### src/rtl/bin_th_ctrl.sv
// Frame-adaptive binarizer threshold: accumulates per-frame pixel sum/count, serially divides
// at end of frame, and loads the mean (+ offset, saturated) or a manual value. Optional macro BIN_TH_IIR_EN.
module bin_th_ctrl #(
    parameter int                 CNT_W   = 20,
    parameter logic        [7:0]  TH_INIT = 8'd100,
    parameter logic signed [8:0]  TH_OFS  = 9'sd0
) (
    input  logic       clk,
    input  logic       rst_n,
    input  logic       din_sop,
    input  logic       din_eop,
    input  logic       din_vld,
    input  logic [7:0] din,
    input  logic       cfg_auto,
    input  logic [7:0] cfg_th,
    output logic [7:0] th_out,
    output logic       th_upd,
    output logic       busy,
    output logic       seq_err
);

    typedef enum logic [1:0] {IDLE, ACCUM, DIV, LOAD} state_t;

    state_t             state;
    logic [CNT_W+7:0]   sum;
    logic [CNT_W-1:0]   cnt;
    logic [2:0]         bit_idx;
    logic [7:0]         quo;

    logic [CNT_W+7:0]   div_sub;
    logic               div_ge;
    logic [9:0]         ofs_sum;
    logic [7:0]         sat_th;
    logic [7:0]         auto_th;
    logic               frame_start;

    // During DIV, sum doubles as the running remainder of the restoring divider.
    assign div_sub     = {8'd0, cnt} << bit_idx;
    assign div_ge      = (sum >= div_sub);
    assign frame_start = din_vld & din_sop;

    // Mean is at most 255, so a 10-bit two's-complement sum covers -256..511.
    assign ofs_sum = {2'b00, quo} + {TH_OFS[8], TH_OFS};
    assign sat_th  = ofs_sum[9] ? 8'd0 : (ofs_sum[8] ? 8'd255 : ofs_sum[7:0]);

`ifdef BIN_TH_IIR_EN
    logic [9:0] iir_sum;
    assign iir_sum = {2'b00, th_out} + {1'b0, th_out, 1'b0} + {2'b00, sat_th};
    assign auto_th = iir_sum[9:2];
`else
    assign auto_th = sat_th;
`endif

    // A sop&eop on the same beat is a one-pixel frame and goes straight to the divider.
    always_ff @(posedge clk or negedge rst_n) begin
        if (!rst_n) begin
            state   <= IDLE;
            sum     <= '0;
            cnt     <= '0;
            bit_idx <= '0;
            quo     <= '0;
            th_out  <= TH_INIT;
            th_upd  <= 1'b0;
            busy    <= 1'b0;
            seq_err <= 1'b0;
        end else begin
            th_upd  <= 1'b0;
            seq_err <= 1'b0;
            case (state)
                IDLE: begin
                    if (frame_start) begin
                        sum     <= {{CNT_W{1'b0}}, din};
                        cnt     <= CNT_W'(1);
                        bit_idx <= 3'd7;
                        state   <= din_eop ? DIV : ACCUM;
                        busy    <= 1'b1;
                    end
                end
                ACCUM: begin
                    if (frame_start) begin
                        seq_err <= 1'b1;
                        sum     <= {{CNT_W{1'b0}}, din};
                        cnt     <= CNT_W'(1);
                        bit_idx <= 3'd7;
                        state   <= din_eop ? DIV : ACCUM;
                    end else if (din_vld) begin
                        sum     <= sum + {{CNT_W{1'b0}}, din};
                        cnt     <= cnt + CNT_W'(1);
                        bit_idx <= 3'd7;
                        if (din_eop) begin
                            state <= DIV;
                        end
                    end
                end
                DIV: begin
                    if (frame_start) begin
                        seq_err <= 1'b1;
                        sum     <= {{CNT_W{1'b0}}, din};
                        cnt     <= CNT_W'(1);
                        bit_idx <= 3'd7;
                        state   <= din_eop ? DIV : ACCUM;
                    end else begin
                        if (div_ge) begin
                            sum <= sum - div_sub;
                        end
                        quo[bit_idx] <= div_ge;
                        if (bit_idx == 3'd0) begin
                            state <= LOAD;
                            busy  <= 1'b0;
                        end else begin
                            bit_idx <= bit_idx - 3'd1;
                        end
                    end
                end
                LOAD: begin
                    th_out <= cfg_auto ? auto_th : cfg_th;
                    th_upd <= 1'b1;
                    // A too-early sop is still captured rather than silently dropped.
                    if (frame_start) begin
                        sum     <= {{CNT_W{1'b0}}, din};
                        cnt     <= CNT_W'(1);
                        bit_idx <= 3'd7;
                        state   <= din_eop ? DIV : ACCUM;
                        busy    <= 1'b1;
                    end else begin
                        state <= IDLE;
                    end
                end
                default: begin
                    state <= IDLE;
                    busy  <= 1'b0;
                end
            endcase
        end
    end

endmodule

### config.mk
export PLATFORM = sky130hd
export DESIGN_NAME = bin_th_ctrl
export DESIGN_NICKNAME = d
export VERILOG_FILES = /design/src/rtl/bin_th_ctrl.sv
export SDC_FILE = /design/constraint.sdc
export NUM_CORES = 1
export LEC_CHECK = 0
export ABC_AREA = 1
export CORE_MARGIN = 2
export CORE_UTILIZATION = 29
export DETAILED_ROUTE_END_ITERATION = 10
export PLACE_DENSITY = 0.41
export SLEW_MARGIN = 40
export SYNTH_ARGS = -nofsm -noshare
export SYNTH_HDL_FRONTEND = slang
export SYNTH_SLANG_ARGS = --single-unit
### constraint.sdc
create_clock -name clk -period 6 [get_ports clk]
set_input_delay 1.2 -clock clk [delete_from_list [all_inputs] [get_ports clk]]
set_output_delay 1.2 -clock clk [all_outputs]
set_load 0.005 [all_outputs]
# Word level (Yosys, flattened, before mapping)

Index checks and enable logic that the tools add are counted.

Add/sub/neg operators: 4
Multipliers: 0
Div/mod/pow operators: 0
Order comparisons: 3
Equality and inequality tests: 13
Shift-type cells: 1
Muxes and demuxes: 36
Bitwise logic cells: 2
Reductions and logical operators: 13

Operators with widths:

| operator                | number |
|---|---|
| $mux W28                | 5 |
| $pmux W28 S3            | 1 |
| $mux W20                | 3 |
| $pmux W20 S2            | 1 |
| $add A28 B8 Y28         | 1 |
| $ge A28 B28 Y1          | 1 |
| $shl A20 B3 Y28         | 1 |
| $sub A28 B28 Y28        | 1 |
| $add A20 B1 Y20 const B | 1 |
| $mux W2                 | 8 |
| $mux W3                 | 5 |
| $ne A3 B3 Y1 const B    | 5 |
| $pmux W3 S3             | 1 |
| $bwmux W8               | 1 |
| $mux W8                 | 1 |
| $pmux W2 S4             | 1 |
| $reduce_and A4 Y1       | 2 |
| $mux W1                 | 7 |
| $ne A2 B2 Y1 const B    | 3 |
| $reduce_and A3 Y1       | 2 |
| $eq A2 B2 Y1 const B    | 2 |
| $lt A3 B4 Y1 const B    | 1 |
| $ne A2 B1 Y1 const B    | 2 |
| $reduce_and A2 Y1       | 2 |
| other kinds (13)        | 14 |

Flip-flop bits (word level): 72
Latch bits: 0
Bits in writable memories: 0
Memory bits (read-only): 0
Input bits: 22
Output and inout port bits: 11
Memories: 0

# Longest topological paths before layout

Word-level depth: 5
Gate-level depth with buffers: 22
Depth with buffers taken out: 22

# Least setup slack after synthesis

OpenSTA, ideal clock, no wires.

Kind: input to register
From: in din[0]
To: reg sum[24]
Library setup time: 0.116 ns
Arrival time: 2.726 ns
Setup slack: 3.158 ns
Stages on the path: 15
Cell sequence: ha_1 > inv_1 > fa_1 > nor2_1 > nand2_1 > nand2_1 > inv_1 > o21ai_2 > nand2_1 > nor2_1 > nand2_1 > nand3_1 > nand2_1 > nand2_2 > nand2_1

Word-level cells in the longest chain between the ends: 4

Ends and longest elaborated chain:

| element              | line | source |
|---|---|---|
| start, declared      | 13   | `input logic [7:0] din,` |
| $add A28 B8 Y28      | 87   | `sum <= sum + {{CNT_W{1'b0}}, din};` |
| $mux W28             | 86   | `end else if (din_vld) begin` |
| $mux W28             | 80   | `if (frame_start) begin` |
| $pmux W28 S3         | 69   | `case (state)` |
| end signal, assigned | 72   | `sum <= {{CNT_W{1'b0}}, din};` |
| end signal, assigned | 82   | `sum <= {{CNT_W{1'b0}}, din};` |
| end signal, assigned | 87   |  |
| end, declared        | 25   | `logic [CNT_W+7:0] sum;` |

Every way passes these cells. The select of a mux whose other input is x is not followed.
A chain may end at the register's enable or synchronous reset.

# Worst setup path after layout

From: reg bit_idx[2]
To: reg sum[7]

Word-level cells in the longest chain between the ends: 5
Elaborated cells on any way between the ends: 8
Those cells by class: add/sub (1); order compare (1); eq/ne (1); shift (1); mux (3); reduce/logical (1)

Ends and longest elaborated chain:

| element                | line | source |
|---|---|---|
| start, declared        | 27   | `logic [2:0] bit_idx;` |
| start signal, assigned | 111  | `bit_idx <= bit_idx - 3'd1;` |
| $shl A20 B3 Y28 (*)    | 38   | `assign div_sub = {8'd0, cnt} << bit_idx;` |
| $sub A28 B28 Y28       | 104  | `sum <= sum - div_sub;` |
| $mux W28               | 103  | `if (div_ge) begin` |
| $mux W28               | 96   | `if (frame_start) begin` |
| $pmux W28 S3           | 69   |  |
| end signal, assigned   | 72   |  |
| end signal, assigned   | 98   | `sum <= {{CNT_W{1'b0}}, din};` |
| end signal, assigned   | 104  |  |

Every way passes the cells marked *; elsewhere a longest branch is shown, timed or not. The select of a mux whose other input is x is not followed.

==> qor.csv <==
metric,value,unit
status,"finished, final reports clean",
viasPerCell,4.76,
hold_depth,2,
cts_buffers,9,
r2r_cells,16,
rows,59,
nFillCells,2966,
p_per_area,605,mW/mm^2
synth_nets,1380,
cp_top_family,simple AND/OR/NAND/NOR gates,
wl_per_cell,16.6,um
period_share,70.1,%
worstPathArrival,4490,ps
cts_setup_buffers,0,
cts_tree,yes,
ir_drop,0.000188,V
ctsHoldBuffers,0,
finalInstanceArea,0.00860,sq mm
synth_top_area_share,24.7,%
grtUsageTotal,20.2,%
yosysSeqAreaShare,23.7,%
clk_pin_slew_worst_paths,70,ps
cts_sinks,72,
io_pins,33,
postSynthCellCount,1311,
root_buffer,clkbuf_16,
hold_path.class,flip-flop to flip-flop,
grt_max_degree,73,
yosysTopAreaCell,nand2_1,
critPathRequiredTime,6280,ps
fin_util,33.1,%
crit_slowest_cell,dfrtp_1,
antenna_found_initial,0,
htree_levels,3,
hold_viol,0,
hold_slack,488,ps
core-area,0.0260,sq mm
max_clock_freq,238,MHz
diodes,0,
drv_cap,0,
crit_fanout,32,
grt_pass1_wl,43.8,mm
gp_congestion,0.858,
final_common_cell,nand2_1,
synth_cell_types,46,
fp.dieW,166,um
grt_setup_unrepaired,false,
drt_iter0_drc,532,
dp_hpwl,22.4,mm
final_net_count,1396,
report.final.setup_viol,0,
holdPathEnd,th_out[5],
dieArea,0.0276,sq mm
firstDrtPassIters,6,
layout_common_cells,"nand2_1, inv_1, nand3_1, nor2_1, o21ai_0",
start_util,29.4,%
overflow,0,
critPathBufInv,4,
ys_ff_latch,72,
portBuffers,32,
placed_cell_area,0.00825,sq mm
power_leakage,4.53,nW
syn_area_per_cell,5.82,sq um
clk_path_buf_depth,2,
ys_top_cells_by_area,"nand2_1, dfrtp_1, inv_1",
slew_headroom,48.5,%
clk_latency,350,ps
r2r_end,sum[7],
die_h,166,um
synthArstFlopShare,100,%
crit_type,flip-flop to flip-flop,
area_growth,12.7,%
cp-end-kind,flip-flop,
cts_resized,0,
vias,7942,
ant_nets,0,
ff2ff_setup_slack,1790,ps
crit_path_cell_trace,inv_1 -> nor2_1 -> inv_1 -> o22ai_1 -> inv_1 -> ha_1 -> nand2_1 -> nor2_1 -> nand4_1 -> nor2_1 -> nand3_1 -> nand4_2 -> nand2_4 -> inv_6 -> nand2_1 -> nand2_1,
fin_crit,4210,ps
ys_warn_count,0,
synth_top_flop_cell,dfrtp_1,
slew_viol_final,0,
start_kind,flip-flop,
layout-drive-gt1-share,4.95,%
synth_area,0.00763,sq mm
skew,12.2,ps
remaining_drc_errors,0,
synth_edf_count,0,
grt_pass1_vias,7668,
cp_slowest_stage_delay,790,ps
routed_wl,27.6,mm
hp-start,th_out[5],
worstMarginPinSlew,773,ps
r2r_start,bit_idx[2],
setup_tns,0,ps
[worst max path at each step]
| stage | from | end | slack, ps | depth (start not counted) |
|---|---|---|---|---|
| after global placement | bit_idx[2] | sum[25] | 1800 | 16 |
| final | bit_idx[2] | sum[7] | 1790 | 16 |
| after detailed placement | bit_idx[2] | sum[16] | 1850 | 16 |
| after floorplan | din[0] | sum[24] | 3160 | 15 |
| after global routing | bit_idx[2] | sum[8] | 1320 | 16 |
| after CTS | bit_idx[2] | sum[7] | 1810 | 16 |
[worst min-delay path: stages (launching register included)]
cell and delay (ps):
dfstp_2 370, nor2_1 70, a31oi_1 50
[final cells by class]
type / instances / area, sq um / share of cell area [%]
repair buffers: 35 / 347 / 4.03
well taps: 335 / 419 / 4.87
inverters: 206 / 778 / 9.05
flip-flops and latches: 72 / 1810 / 21.0
clock buffers: 9 / 225 / 2.62
clock inverters: 7 / 126 / 1.47
multi-input cells: 1003 / 4900 / 57.0
[where the power goes]
part	switching (mW)	total (mW)	internal, mW
clock network	0.254	0.666	0.412
logic	2.58	3.73	1.15
registers	0.185	0.805	0.620
total	3.02	5.20	2.19
[cell usage after synthesis (4+ instances only)]
| library cell | number |
|---|---|
| nand2_1 | 502 |
| inv_1 | 202 |
| nand3_1 | 104 |
| nor2_1 | 95 |
| o21ai_0 | 77 |
| dfrtp_1 | 69 |
| ha_1 | 45 |
| a21oi_1 | 33 |
| nand4_1 | 21 |
| clkbuf_1 | 20 |
| nor3_1 | 20 |
| nand2_2 | 14 |
| nand3b_1 | 13 |
| or2_2 | 13 |
| a31oi_1 | 9 |
| o22ai_1 | 9 |
| and2_1 | 6 |
| a22oi_1 | 4 |
| mux2i_1 | 4 |
[flip-flops by register name (all words and copies together) (netlist names)]
signal   count
th_upd       1
th_out       8
state        2
seq_err      1
busy         1
cnt         20
quo          8
bit_idx      3
sum         28
[cells by family after synthesis]
kind of cell,synth area share (%)
AO/OA/AOI/OAI,11.0
AND/OR/NAND/NOR,44.4
multiplexers,0.525
buffers and inverters,12.2
XOR/XNOR,0.344
flip-flops,23.7
adder cells (fa/ha/maj),7.90
[routing by layer]
metal	up-vias	wire length, um	track usage, %
met2	124	12200	32.1
met4	0	115	2.92
met5	-	0	0
met1	3640	14400	29.9
li1	4171	-	-
met3	7	869	2.50
[metrics by stage]
step / std cells / power [mW] / worst slack [ps]
after global placement: 1651 / 4.58 / 1800
after CTS: 1667 / 5.23 / 1810
after global routing: 1667 / 5.79 / 1320
after floorplan: 1311 / 3.47 / 3160
after detailed placement: 1651 / 4.53 / 1850
final: 1667 / 5.20 / 1790
Note: power is estimated with default switching activity, not from simulation.
==> RTL edit 1 (same flow settings) <==
The option `BIN_TH_IIR_EN` is turned on by a define.
--- a/src/rtl/bin_th_ctrl.sv
+++ b/src/rtl/bin_th_ctrl.sv
@@ -1,5 +1,7 @@
 // Frame-adaptive binarizer threshold: accumulates per-frame pixel sum/count, serially divides
 // at end of frame, and loads the mean (+ offset, saturated) or a manual value. Optional macro BIN_TH_IIR_EN.
+`define BIN_TH_IIR_EN
+
 module bin_th_ctrl #(
     parameter int                 CNT_W   = 20,
     parameter logic        [7:0]  TH_INIT = 8'd100,
Formal check against the unedited RTL: same outputs for any inputs over 10 cycles, from zero or initial values and one cycle with rst_n low; that may be too few to reach the edited logic, so the function may still have changed.
==> RTL edit 1 against the original RTL <==
Worst setup slack improved by 68 ps. Wire length increased by 3.8%. Sequential share of layout area decreased by 0.79 points. Area after synthesis increased by 4.2%. Die area increased by 4.1%. Clock skew decreased by 4.7 ps. Sequential cell count unchanged. Design area increased by 3.9%. First-iteration DRC count increased by 3.2%.
Power is not shown: default switching activity piles up to over one toggle a cycle in this logic, so the estimate is an artifact.
==> RTL edit 1: results (changes against the original RTL) <==
Layout cells sized above 1 = 4.15% (was 4.95%)
Top post-synthesis cells by area = nand2_1 (25%), dfrtp_1 (22%), inv_1 (9.6%), ha_1 (8.0%), nand3_1 (6.4%) (was nand2_1 (25%), dfrtp_1 (23%), inv_1 (9.9%), ha_1 (7.4%), nand3_1 (6.8%))
Hold Buf Count CTS = 0 (unchanged)
Uppermost routed layer = met4 (unchanged)
Final Net Count = 1453 (was 1396)
Pin count of the biggest net entering global routing = 55 (was 73)
Post-synthesis compound-gate area fraction = 11.7% (was 11.0%)
Synth Area in Adders = 10.5% (was 7.90%)
Clock Skew = 7.48 ps (was 12.2 ps)
Predominant post-synthesis flop cell = dfrtp_1 (unchanged)
Rel. slew slack = 46.2% (was 48.5%)
Met3 global-route usage = 2.31% (was 2.50%)
Multiplexer share of the synthesized area = 1.02% (was 0.525%)
Placer Congestion = 0.861 (was 0.858)
Drt first pass iters = 4 (was 6)
Wl on met1 = 14200 um (was 14400 um)
Status = completed (unchanged)
Warnings, synthesis = 0 (unchanged)
Largest registers = sum x28, cnt x20 (unchanged)
Hold slack = 511 ps (was 488 ps)
Clk slew on worst S/H paths = 60 ps
Net Count, Synth = 1434 (was 1380)
Synth top cells by count = nand2_1 (520), inv_1 (203), nand3_1 (101) (was nand2_1 (502), inv_1 (202), nand3_1 (104))
Grt met2 use = 34.6% (was 32.1%)
Vias in the first global route = 7781 (was 7668)
Max incr delay on CP = 820 ps (was 790 ps)
Met1 usage in global routing = 28.6% (was 29.9%)
Register area share after synthesis = 22.7% (was 23.7%)
Initial antenna violation count = 1 (was 0)
Skew-Pair Late Insertion Delay = 350 ps (about the same)
Fin cells = 1716 (was 1667)
Slowest cell on the critical path = dfrtp_1 (unchanged)
Routed length on met3 = 900 um (was 869 um)
Max FO, Critical Path = 33 (was 32)
Max clock buf depth = 2 (unchanged)
Postcts setup bufs = 0 (unchanged)
Total length of routed met2 wires = 13400 um (was 12200 um)
H-tree Lvls = 3 (unchanged)
Synth cell types = 47 (was 46)
Syn avg cell area = 5.89 um2 (was 5.82 um2)
Post-synth ARST share = 100% (unchanged)
Total GRT Usage = 20.4% (was 20.2%)
Final WL = 28700 um (was 27600 um)
Wire length of the first global-routing pass = 44900 um (was 43800 um)
IO Port Bufs = 32 (unchanged)
Vias per cell = 4.77 (was 4.76)
XOR/XNOR Fraction of Synth Area = 0.991% (was 0.344%)
Drt initial violations = 549 (was 532)
Dpl hpwl = 23300 um (was 22400 um)
RTL edit 1: cells by family (layout without fill, tap and decap cells):
group | Yosys count | in the layout
AND/OR/NAND/NOR | 795 | 795
buffers and inverters | 236 | 260
AO/OA/AOI/OAI | 170 | 170
flip-flops | 72 | 72
adder cells (fa/ha/maj) | 61 | 61
XOR/XNOR | 9 | 9
multiplexers | 8 | 8
RTL edit 1: worst max-delay path: cells and delay by family (launching register included):
kind	cells	cell delay, ps
AOI/OAI and AO/OA	1	200
adders and majority gates	1	360
buffers and inverters	4	1110
DFF	1	820
and+or+nand+nor	10	1590
RTL edit 1: final cells by class:
class / count / area (um2)
Clock buffer: 12 / 267
Clock inverter: 4 / 75.1
Fill cell: 3061 / 18000
Inverter: 208 / 783
Multi-Input combinational cell: 1043 / 5230
Sequential cell: 72 / 1810
Tap cell: 341 / 427
Timing Repair Buffer: 36 / 352
RTL edit 1: final timing paths:
check / startpoint / end / slack, ps / depth (start not counted)
max: bit_idx[2] / sum[24] / 1860 / 16
min: th_out[6] / th_out[6] / 510 / 2
max reg2reg: bit_idx[2] / sum[24] / 1860 / 16
min reg2reg: th_out[6] / th_out[6] / 510 / 2
max in group asynchronous: rst_n / bit_idx[0] / 4430 / 2
min in group asynchronous: rst_n / th_out[7] / 730 / 1
RTL edit 1: stage by stage:
step | utilization (%) | worst slack [ps] | cell area, um2
after global placement | 31.9 | 1490 | 8590
final | 33.2 | 1860 | 8940
after detailed placement | 31.9 | 1850 | 8590
after CTS | 33.1 | 1890 | 8930
after floorplan | - | 3190 | 7960
after global routing | 33.2 | 1350 | 8940
==> RTL edit 2 (same settings) <==
Without the edit above. The 4 states of `state_t` get a one-hot encoding in 4 bits.
--- a/src/rtl/bin_th_ctrl.sv
+++ b/src/rtl/bin_th_ctrl.sv
@@ -19,7 +19,7 @@
     output logic       seq_err
 );
 
-    typedef enum logic [1:0] {IDLE, ACCUM, DIV, LOAD} state_t;
+    typedef enum logic [3:0] {IDLE = 4'b0001, ACCUM = 4'b0010, DIV = 4'b0100, LOAD = 4'b1000} state_t;
 
     state_t             state;
     logic [CNT_W+7:0]   sum;
Behaviour: no difference found for any inputs over 10 cycles, from zero or initial values and one cycle with rst_n low; not proved beyond that.
==> RTL edit 2 against the original RTL <==
Area after synthesis is 1.6% higher. Count of clock-buffer cells in the layout is 1 higher. Fmax is 4.1% higher. Wire length is 1.2% higher. Highest routed layer unchanged. Total power is 3.4% higher. Sequential cell count is 2 higher. Worst setup slack better by 170 ps. Design area is 0.87% higher.
==> RTL edit 2: results (changes against the original RTL) <==
Least-Margin Pin Slew = 808 ps (was 773 ps)
Total GRT Usage = 20.5% (was 20.2%)
Final Cycle Share = 67.4% (was 70.1%)
H-tree Lvls = 3 (unchanged)
Post-Syn Instances = 1328 (was 1311)
Post-DP Area = 8320 um2 (was 8250 um2)
CP arrival = 4280 ps (was 4490 ps)
Layout cells sized above 1 = 4.98% (was 4.95%)
Final WL = 27900 um (was 27600 um)
Max FO, Critical Path = 34 (was 32)
Vias per cell = 4.83 (was 4.76)
Clock Skew = 8.15 ps (was 12.2 ps)
Status = completed (unchanged)
DP Worst Slack = 1640 ps (was 1850 ps)
XOR/XNOR Fraction of Synth Area = 1.24% (was 0.344%)
Sw Share = 59.3% (was 58.0%)
Register area share after synthesis = 23.9% (was 23.7%)
Worst vdd ir = 0.231 mV (was 0.188 mV)
Max incr delay on CP = 690 ps (was 790 ps)
Post-synthesis compound-gate area fraction = 11.6% (was 11.0%)
Grt ovf = 0 (unchanged)
Synth Area in Adders = 6.65% (was 7.90%)
Top post-synthesis cells by area = nand2_1 (25%), dfrtp_1 (23%), inv_1 (9.3%), nand3_1 (6.6%), ha_1 (6.1%) (was nand2_1 (25%), dfrtp_1 (23%), inv_1 (9.9%), ha_1 (7.4%), nand3_1 (6.8%))
Synth top cells by count = nand2_1 (517), inv_1 (193), nand3_1 (103) (was nand2_1 (502), inv_1 (202), nand3_1 (104))
Post-route cell area = 8680 um2 (was 8600 um2)
Wire length of the first global-routing pass = 44700 um (was 43800 um)
Slowest cell on the critical path = dfrtp_2 (was dfrtp_1)
Synth cell types = 49 (was 46)
Final Net Count = 1402 (was 1396)
Placer Congestion = 0.864 (was 0.858)
Drt initial violations = 518 (was 532)
Drt first pass iters = 5 (was 6)
Fill count = 3002 (was 2966)
P_leak = 4.51 nW (was 4.53 nW)
Hold slack = 501 ps (was 488 ps)
Dpl hpwl = 22600 um (was 22400 um)
==> RTL edit 2: cell count changes after synthesis, sizes merged, moves of 5 or more <==
cell    delta
o21ai     +15
nor3       -8
nor2      +10
o22ai      -6
nand2      +8
buf       +10
or2       -10
inv        -5
ha         -7
a21oi     +11
clkbuf     -6
==> RTL edit 2: power groups by stage <==
stage / combinational (mW) / clock, mW / sequential (mW)
4_1_cts: 3.97 / 0.677 / 0.785
2_1_floorplan: 2.96 / 0 / 0.698
6_report: 3.93 / 0.660 / 0.786
3_5_place_dp: 3.95 / 0 / 0.793
5_1_grt: 4.52 / 0.696 / 0.809
3_3_place_gp: 3.98 / 0 / 0.793
==> RTL edit 2: area by class of cell <==
class,count,area share [%]
tap,335,4.83
inverter,203,8.81
multi-input combinational,1017,57.0
clock inverter,6,1.30
sequential,74,21.4
clock buffer,10,2.75
timing repair buffer,35,3.92
==> RTL edit 2: layer usage <==
metal | vias to the layer above | global-route usage (%) | share of wire (%)
met2 | 115 | 33.7 | 46
met5 | - | 0 | 0
met4 | 0 | 4.61 | 1.5
li1 | 4212 | - | -
met1 | 3768 | 29.2 | 50
met3 | 26 | 1.58 | 2.9
==> RTL edit 2: cell families after synthesis <==
family / Yosys count
simple gates: 794
xor+xnor: 11
compound gates: 167
mux: 5
flops: 74
buf+inv: 237
fa+ha+maj: 40
==> RTL edit 2: critical path, delay by kind of cell, from the launching register on <==
kind	cells	cell delay [ps]
AOI/OAI and AO/OA	4	800
adders and majority gates	1	380
buffers and inverters	5	800
DFF	1	690
and+or+nand+nor	11	1240
==> RTL edit 2: final timing paths <==
kind	start	to	cells past startpoint
worst max-delay path	bit_idx[0]	sum[25]	21
worst min-delay path	th_out[2]	th_out[2]	2
worst max register to register	bit_idx[0]	sum[25]	21
worst min register to register	th_out[2]	th_out[2]	2
max in group asynchronous	rst_n	bit_idx[2]	2
min in group asynchronous	rst_n	cnt[0]	1
